[config.mk]
export PLATFORM = sky130hd
export DESIGN_NAME = norm_phase_seq_flat
export DESIGN_NICKNAME = d
export VERILOG_FILES = /design/src/rtl/traffic_pkg.sv /design/src/rtl/norm_phase_seq_if.sv /design/src/rtl/norm_phase_seq_rr_arb4.sv /design/src/rtl/norm_phase_seq.sv /design/src/flat_wrapper.sv
export SDC_FILE = /design/constraint.sdc
export NUM_CORES = 1
export LEC_CHECK = 0
export CORE_UTILIZATION = 55
export CTS_CLUSTER_DIAMETER = 30
export DETAILED_ROUTE_END_ITERATION = 6
export GPL_TIMING_DRIVEN = 1
export PLACE_DENSITY = 0.82
export SYNTH_ARGS = -nofsm -noshare
export SYNTH_HDL_FRONTEND = slang
export SYNTH_SLANG_ARGS = --single-unit
[constraint.sdc]
create_clock -name clk -period 5.4 [get_ports clk]
set_clock_uncertainty 0.15 [all_clocks]
set_input_delay 1.08 -clock clk [delete_from_list [all_inputs] [get_ports clk]]
set_output_delay 1.08 -clock clk [all_outputs]
set_load 0.02 [all_outputs]
[src/rtl/traffic_pkg.sv]
// Shared intersection types: lane geometry and the sequencer state encoding.
package traffic_pkg;
  localparam int NUM_LANES = 4;
  localparam int LANE_W    = 2;

  // Encoding 2'd3 is unused; the sequencer treats it as a fault and returns to IDLE.
  typedef enum logic [1:0] {
    IDLE  = 2'd0,
    GREEN = 2'd1,
    CLEAR = 2'd2
  } state_t;
endpackage

[src/rtl/norm_phase_seq_if.sv]
// Handshake bundle between the control unit and the normal-mode phase sequencer.
interface norm_phase_seq_if;
  import traffic_pkg::*;

  logic              norm_op_en;
  logic [NUM_LANES-1:0] lane_req;
  logic              allow_0_norm;
  logic              allow_1_norm;
  logic              allow_2_norm;
  logic              allow_3_norm;
  logic [LANE_W-1:0] cur_lane;
  logic              phase_done;

  // Control-unit side: drives enable and requests, observes grants.
  modport master (
    output norm_op_en, lane_req,
    input  allow_0_norm, allow_1_norm, allow_2_norm, allow_3_norm,
    input  cur_lane, phase_done
  );

  // Sequencer side.
  modport slave (
    input  norm_op_en, lane_req,
    output allow_0_norm, allow_1_norm, allow_2_norm, allow_3_norm,
    output cur_lane, phase_done
  );
endinterface

[src/rtl/norm_phase_seq_rr_arb4.sv]
// Combinational 4-way round-robin picker: first requester after 'last', wrapping.
module rr_arb4
  import traffic_pkg::*;
(
  input  logic [NUM_LANES-1:0] req,
  input  logic [LANE_W-1:0]    last,
  output logic [LANE_W-1:0]    grant_idx,
  output logic                 grant_vld
);

  // Scan from the farthest candidate (last itself) down to last+1 so the
  // nearest requester after 'last' is the one left standing.
  always_comb begin
    logic [LANE_W-1:0] cand;
    cand      = '0;
    grant_idx = last;
    grant_vld = 1'b0;
    for (int i = NUM_LANES; i >= 1; i--) begin
      cand = last + LANE_W'(i);
      if (req[cand]) begin
        grant_idx = cand;
        grant_vld = 1'b1;
      end
    end
  end

endmodule

[src/rtl/norm_phase_seq.sv]
// Normal-mode phase sequencer: round-robin green windows separated by all-red
// clearance, gated by the control unit's enable.
module norm_phase_seq
  import traffic_pkg::*;
#(
  parameter int GREEN_CYCLES = 16,
  parameter int CLEAR_CYCLES = 4,
  parameter int CNT_W        = 8
) (
  input  logic clk,
  input  logic rst_n,
  norm_phase_seq_if.slave bus
);

  localparam logic [CNT_W-1:0] GREEN_LAST = CNT_W'(GREEN_CYCLES - 1);
  localparam logic [CNT_W-1:0] CLEAR_LAST = CNT_W'(CLEAR_CYCLES - 1);

  state_t               state, state_nxt;
  logic [CNT_W-1:0]     cnt, cnt_nxt;
  logic [LANE_W-1:0]    last_lane, last_nxt;
  logic [LANE_W-1:0]    cur_q, cur_nxt;
  logic [LANE_W-1:0]    pick_idx;
  logic                 pick_vld;
  logic [NUM_LANES-1:0] allow;
  logic                 done;

  // lane_req is only consumed where the FSM below chooses to use pick_*.
  rr_arb4 u_arb (
    .req       (bus.lane_req),
    .last      (last_lane),
    .grant_idx (pick_idx),
    .grant_vld (pick_vld)
  );

  // State register; last_lane resets to 3 so lane 0 wins the first search.
  always_ff @(posedge clk or negedge rst_n) begin
    if (!rst_n) begin
      state     <= IDLE;
      cnt       <= '0;
      last_lane <= LANE_W'(NUM_LANES - 1);
      cur_q     <= '0;
    end else begin
      state     <= state_nxt;
      cnt       <= cnt_nxt;
      last_lane <= last_nxt;
      cur_q     <= cur_nxt;
    end
  end

  // Next-state: an enable drop overrides everything and leaves last_lane
  // untouched, so an aborted lane is first in line on re-enable.
  always_comb begin
    state_nxt = state;
    cnt_nxt   = cnt;
    last_nxt  = last_lane;
    cur_nxt   = cur_q;
    if (!bus.norm_op_en) begin
      state_nxt = IDLE;
      cnt_nxt   = '0;
    end else begin
      case (state)
        IDLE: begin
          cnt_nxt = '0;
          if (pick_vld) begin
            state_nxt = GREEN;
            cur_nxt   = pick_idx;
          end
        end
        GREEN: begin
          if (cnt == GREEN_LAST) begin
            state_nxt = CLEAR;
            cnt_nxt   = '0;
            last_nxt  = cur_q;
          end else begin
            cnt_nxt = cnt + CNT_W'(1);
          end
        end
        CLEAR: begin
          if (cnt == CLEAR_LAST) begin
            cnt_nxt = '0;
            if (pick_vld) begin
              state_nxt = GREEN;
              cur_nxt   = pick_idx;
            end else begin
              state_nxt = IDLE;
            end
          end else begin
            cnt_nxt = cnt + CNT_W'(1);
          end
        end
        default: begin
          state_nxt = IDLE;
          cnt_nxt   = '0;
        end
      endcase
    end
  end

  // Moore outputs decoded from registers only.
  always_comb begin
    allow = '0;
    for (int n = 0; n < NUM_LANES; n++)
      allow[n] = (state == GREEN) && (cur_q == LANE_W'(n));
    done = (state == GREEN) && (cnt == GREEN_LAST);
  end

  assign bus.allow_0_norm = allow[0];
  assign bus.allow_1_norm = allow[1];
  assign bus.allow_2_norm = allow[2];
  assign bus.allow_3_norm = allow[3];
  assign bus.cur_lane     = cur_q;
  assign bus.phase_done   = done;

endmodule
[src/flat_wrapper.sv]
// flat-port wrapper written by rule: the top's interface ports become plain ports
module norm_phase_seq_flat import traffic_pkg::*;
#(
  parameter int GREEN_CYCLES = 16,
  parameter int CLEAR_CYCLES = 4,
  parameter int CNT_W        = 8
)
  (clk, rst_n, bus_norm_op_en, bus_lane_req, bus_allow_0_norm, bus_allow_1_norm, bus_allow_2_norm, bus_allow_3_norm, bus_cur_lane, bus_phase_done);
  norm_phase_seq_if bus_i ();
  input  logic clk;
  input  logic rst_n;
  input wire logic [$bits(bus_i.norm_op_en)-1:0] bus_norm_op_en;
  input wire logic [$bits(bus_i.lane_req)-1:0] bus_lane_req;
  output wire logic [$bits(bus_i.allow_0_norm)-1:0] bus_allow_0_norm;
  output wire logic [$bits(bus_i.allow_1_norm)-1:0] bus_allow_1_norm;
  output wire logic [$bits(bus_i.allow_2_norm)-1:0] bus_allow_2_norm;
  output wire logic [$bits(bus_i.allow_3_norm)-1:0] bus_allow_3_norm;
  output wire logic [$bits(bus_i.cur_lane)-1:0] bus_cur_lane;
  output wire logic [$bits(bus_i.phase_done)-1:0] bus_phase_done;
  assign bus_i.norm_op_en = bus_norm_op_en;
  assign bus_i.lane_req = bus_lane_req;
  assign bus_allow_0_norm = bus_i.allow_0_norm;
  assign bus_allow_1_norm = bus_i.allow_1_norm;
  assign bus_allow_2_norm = bus_i.allow_2_norm;
  assign bus_allow_3_norm = bus_i.allow_3_norm;
  assign bus_cur_lane = bus_i.cur_lane;
  assign bus_phase_done = bus_i.phase_done;
  norm_phase_seq #(.GREEN_CYCLES(GREEN_CYCLES), .CLEAR_CYCLES(CLEAR_CYCLES), .CNT_W(CNT_W)) u_core (.clk(clk), .rst_n(rst_n), .bus(bus_i));
endmodule
==> flow_metrics.tcl <==
set metrics [dict create \
    status "finished clean" \
    hpwl_um 1290 \
    pin_count 14 \
    clockRootBuffer "clkbuf_4" \
    rsz0062_at_grt "no" \
    first_pass_iters 4 \
    nets 121 \
    crit_path_end "bus_phase_done" \
    p_leak_nw 0.437 \
    grt_use_total 0.231 \
    area_delta_synth_final_pct 21.2 \
    via_count 680 \
    hold_violations 0 \
    drt_iter0_drc 13 \
    clkTransAtPathRegs_ns 0.09 \
    h-tree-depth 1 \
    critPathCaptureType "output pin" \
    post-route-util 0.759 \
    start_util 0.626 \
    startpoint_type "flop" \
    avgSynthCellArea_um2 9.40 \
    fillCellCount 101 \
    routed_via_density 5.57 \
    totalPowerFinal_uw 360 \
    syn_nets 104 \
    synthCells 91 \
    grt_pass1_vias 673 \
    ys_seq_area_frac 0.412 \
    worstPathMaxFanout 4 \
    hold_path_class "flop to flop" \
    core_area_um2 1370 \
    postCtsResizedCells 0 \
    synth.distinct_cells 32 \
    period_minus_slack_ns 3.34 \
    drv_cap 0 \
    worst_pin_slew_ns 0.595 \
    p_switching_uw 132 \
    whs_ns 0.320 \
    reg2reg_to "u_core.bus.cur_lane[1]" \
    p_seq_frac 0.391 \
    dieArea_um2 1720 \
    diodes 0 \
    swShare 0.366 \
    cts_tree "done" \
    max_freq_ghz 0.300 \
    synthTopCellsByArea "dfrtp_1, ha_1, dfstp_2" \
    r2r_start "u_core.cnt[0]" \
    die_x_um 41.4 \
    die_h_um 41.4 \
    yosysWarningCount 0 \
    clkLatencyLatePin_ns 0.29 \
    r2r_slack_ns 3.28 \
    synth_top_area_frac 0.351 \
    drc_errors 0 \
    place.gp.congestion 0.826 \
    cts-hold-fix-buffers 0 \
    max_slew_margin 0.602 \
    grt_overflow_total 0 \
    crit_arrival_ns 2.11 \
    maxSlewViolCount 0 \
    clk_path_buf_depth 2 \
    placement_rows 13 \
    antenna_found_initial 0 \
    tns_ns 0 \
    critPathRequiredTime_ns 4.17 \
    avgRoutedWirePerCell_um 13.3 \
    ant_nets 0 \
    wirelength_um 1620 \
    internal-power_uw 228 \
    path_class "flop to output pin" \
    port_buffers 13 \
    yosys.area.top_type "dfrtp_1" \
    synth-seq-cells 14 \
    ff2ff_path_depth 5 \
    syn-cell-area_um2 856 \
    peakVddDrop_uv 201 \
    period_share 0.618 \
    drive_gt1_frac 0.0935 \
    cts.sinks 14 \
    crit_start "u_core.cnt[5]" \
    power.combinational.fraction 0.402 \
    power_density_nw_per_um2 347 \
    numCtsBuffers 3 \
    grt_start_max_net_pins 15 \
    setup_viol 0 \
    clockPowerShare 0.207 \
    cts_setup_buffers 0 \
    grt_pass1_wl_um 2990 \
]
## final cells by class
class / count / area, µm² / share of cell area
repair buffers: 13 / 130 / 0.125
clock buffers: 4 / 36.3 / 0.0350
flip-flops and latches: 14 / 353 / 0.340
multi-input cells: 69 / 473 / 0.456
well taps: 15 / 18.8 / 0.0181
inverters: 7 / 26.3 / 0.0253
## power by group through the flow
stage	combinational, mW	clock, mW	sequential (mW)
after floorplan	0.0830	0	0.146
after global placement	0.140	0	0.141
after detailed placement	0.145	0	0.142
after CTS	0.145	0.0764	0.140
after global routing	0.159	0.0808	0.144
final	0.145	0.0746	0.141
## flip-flops by register name, indices dropped and copies added (netlist names)
register / cells
u_core.bus.cur_lane: 2
u_core.state: 2
u_core.cnt: 8
u_core.last_lane: 2
## how the worst min path moves through the flow
stage / startpoint / endpoint / slack [ns] / cells past startpoint
2_1_floorplan: u_core.cnt[0] / u_core.cnt[0] / 0.28 / 1
3_3_place_gp: u_core.cnt[0] / u_core.cnt[0] / 0.30 / 1
3_5_place_dp: u_core.cnt[0] / u_core.cnt[0] / 0.32 / 1
4_1_cts: u_core.cnt[0] / u_core.cnt[0] / 0.32 / 1
5_1_grt: u_core.cnt[0] / u_core.cnt[0] / 0.34 / 1
6_report: u_core.cnt[0] / u_core.cnt[0] / 0.32 / 1
## metrics by stage
stage	worst slack (ns)	area [µm²]	std cells
floorplan	2.87	856	91
global placement	2.40	1000	118
detailed placement	2.36	1000	118
CTS	2.05	1040	122
global route	1.96	1040	122
finish	2.06	1040	122
## cell families after synthesis
group                    count (synthesis)  synth area share
AO/OA/AOI/OAI                           11            0.0833
XOR/XNOR                                 6            0.0614
adder cells (fa/ha/maj)                  6            0.0877
buffers and inverters                    8            0.0351
flip-flops                              14             0.412
multiplexers                             7            0.0877
AND/OR/NAND/NOR                         39             0.232
## placed cells by master (no fill, tap or decap), drive strengths merged
master,instances
dfrtp,12
nand3b,1
dfstp,2
and3b,1
nand3,4
nor3b,1
inv,7
nor2,11
o21bai,1
or3b,1
clkbuf,4
a31oi,1
xor2,2
nand2,10
nor4,1
a21oi,2
nand2b,2
a221o,1
o21ai,3
nor3,4
or4,1
a211oi,1
o31ai,1
a21o,1
mux2,4
and3,2
clkdlybuf4s50,13
mux2i,3
ha,6
xnor2,4
## critical path: stages (launching register included)
cell             delay, ns
dfrtp_1               0.42
or4_4                 0.55
nor3_2                0.22
clkdlybuf4s50_1       0.63
## cell usage after synthesis (all sizes together)
master	n
a211oi	1
a21o	1
a21oi	2
a221o	1
a31oi	1
and3	2
and3b	1
clkbuf	1
dfrtp	12
dfstp	2
ha	6
inv	7
mux2	4
mux2i	3
nand2	10
nand2b	2
nand3	4
nand3b	1
nor2	11
nor3	4
nor3b	1
nor4	1
o21ai	3
o21bai	1
o31ai	1
or3b	1
or4	1
xnor2	4
xor2	2
## per-layer routing
layer,up-vias,GRT usage,wire length (µm)
met5,-,0,0
met4,0,0.0968,35
met2,14,0.359,794
met3,4,0.0652,60
met1,321,0.302,730
li1,341,-,-
No activity file was read; power rests on OpenSTA's default activity.
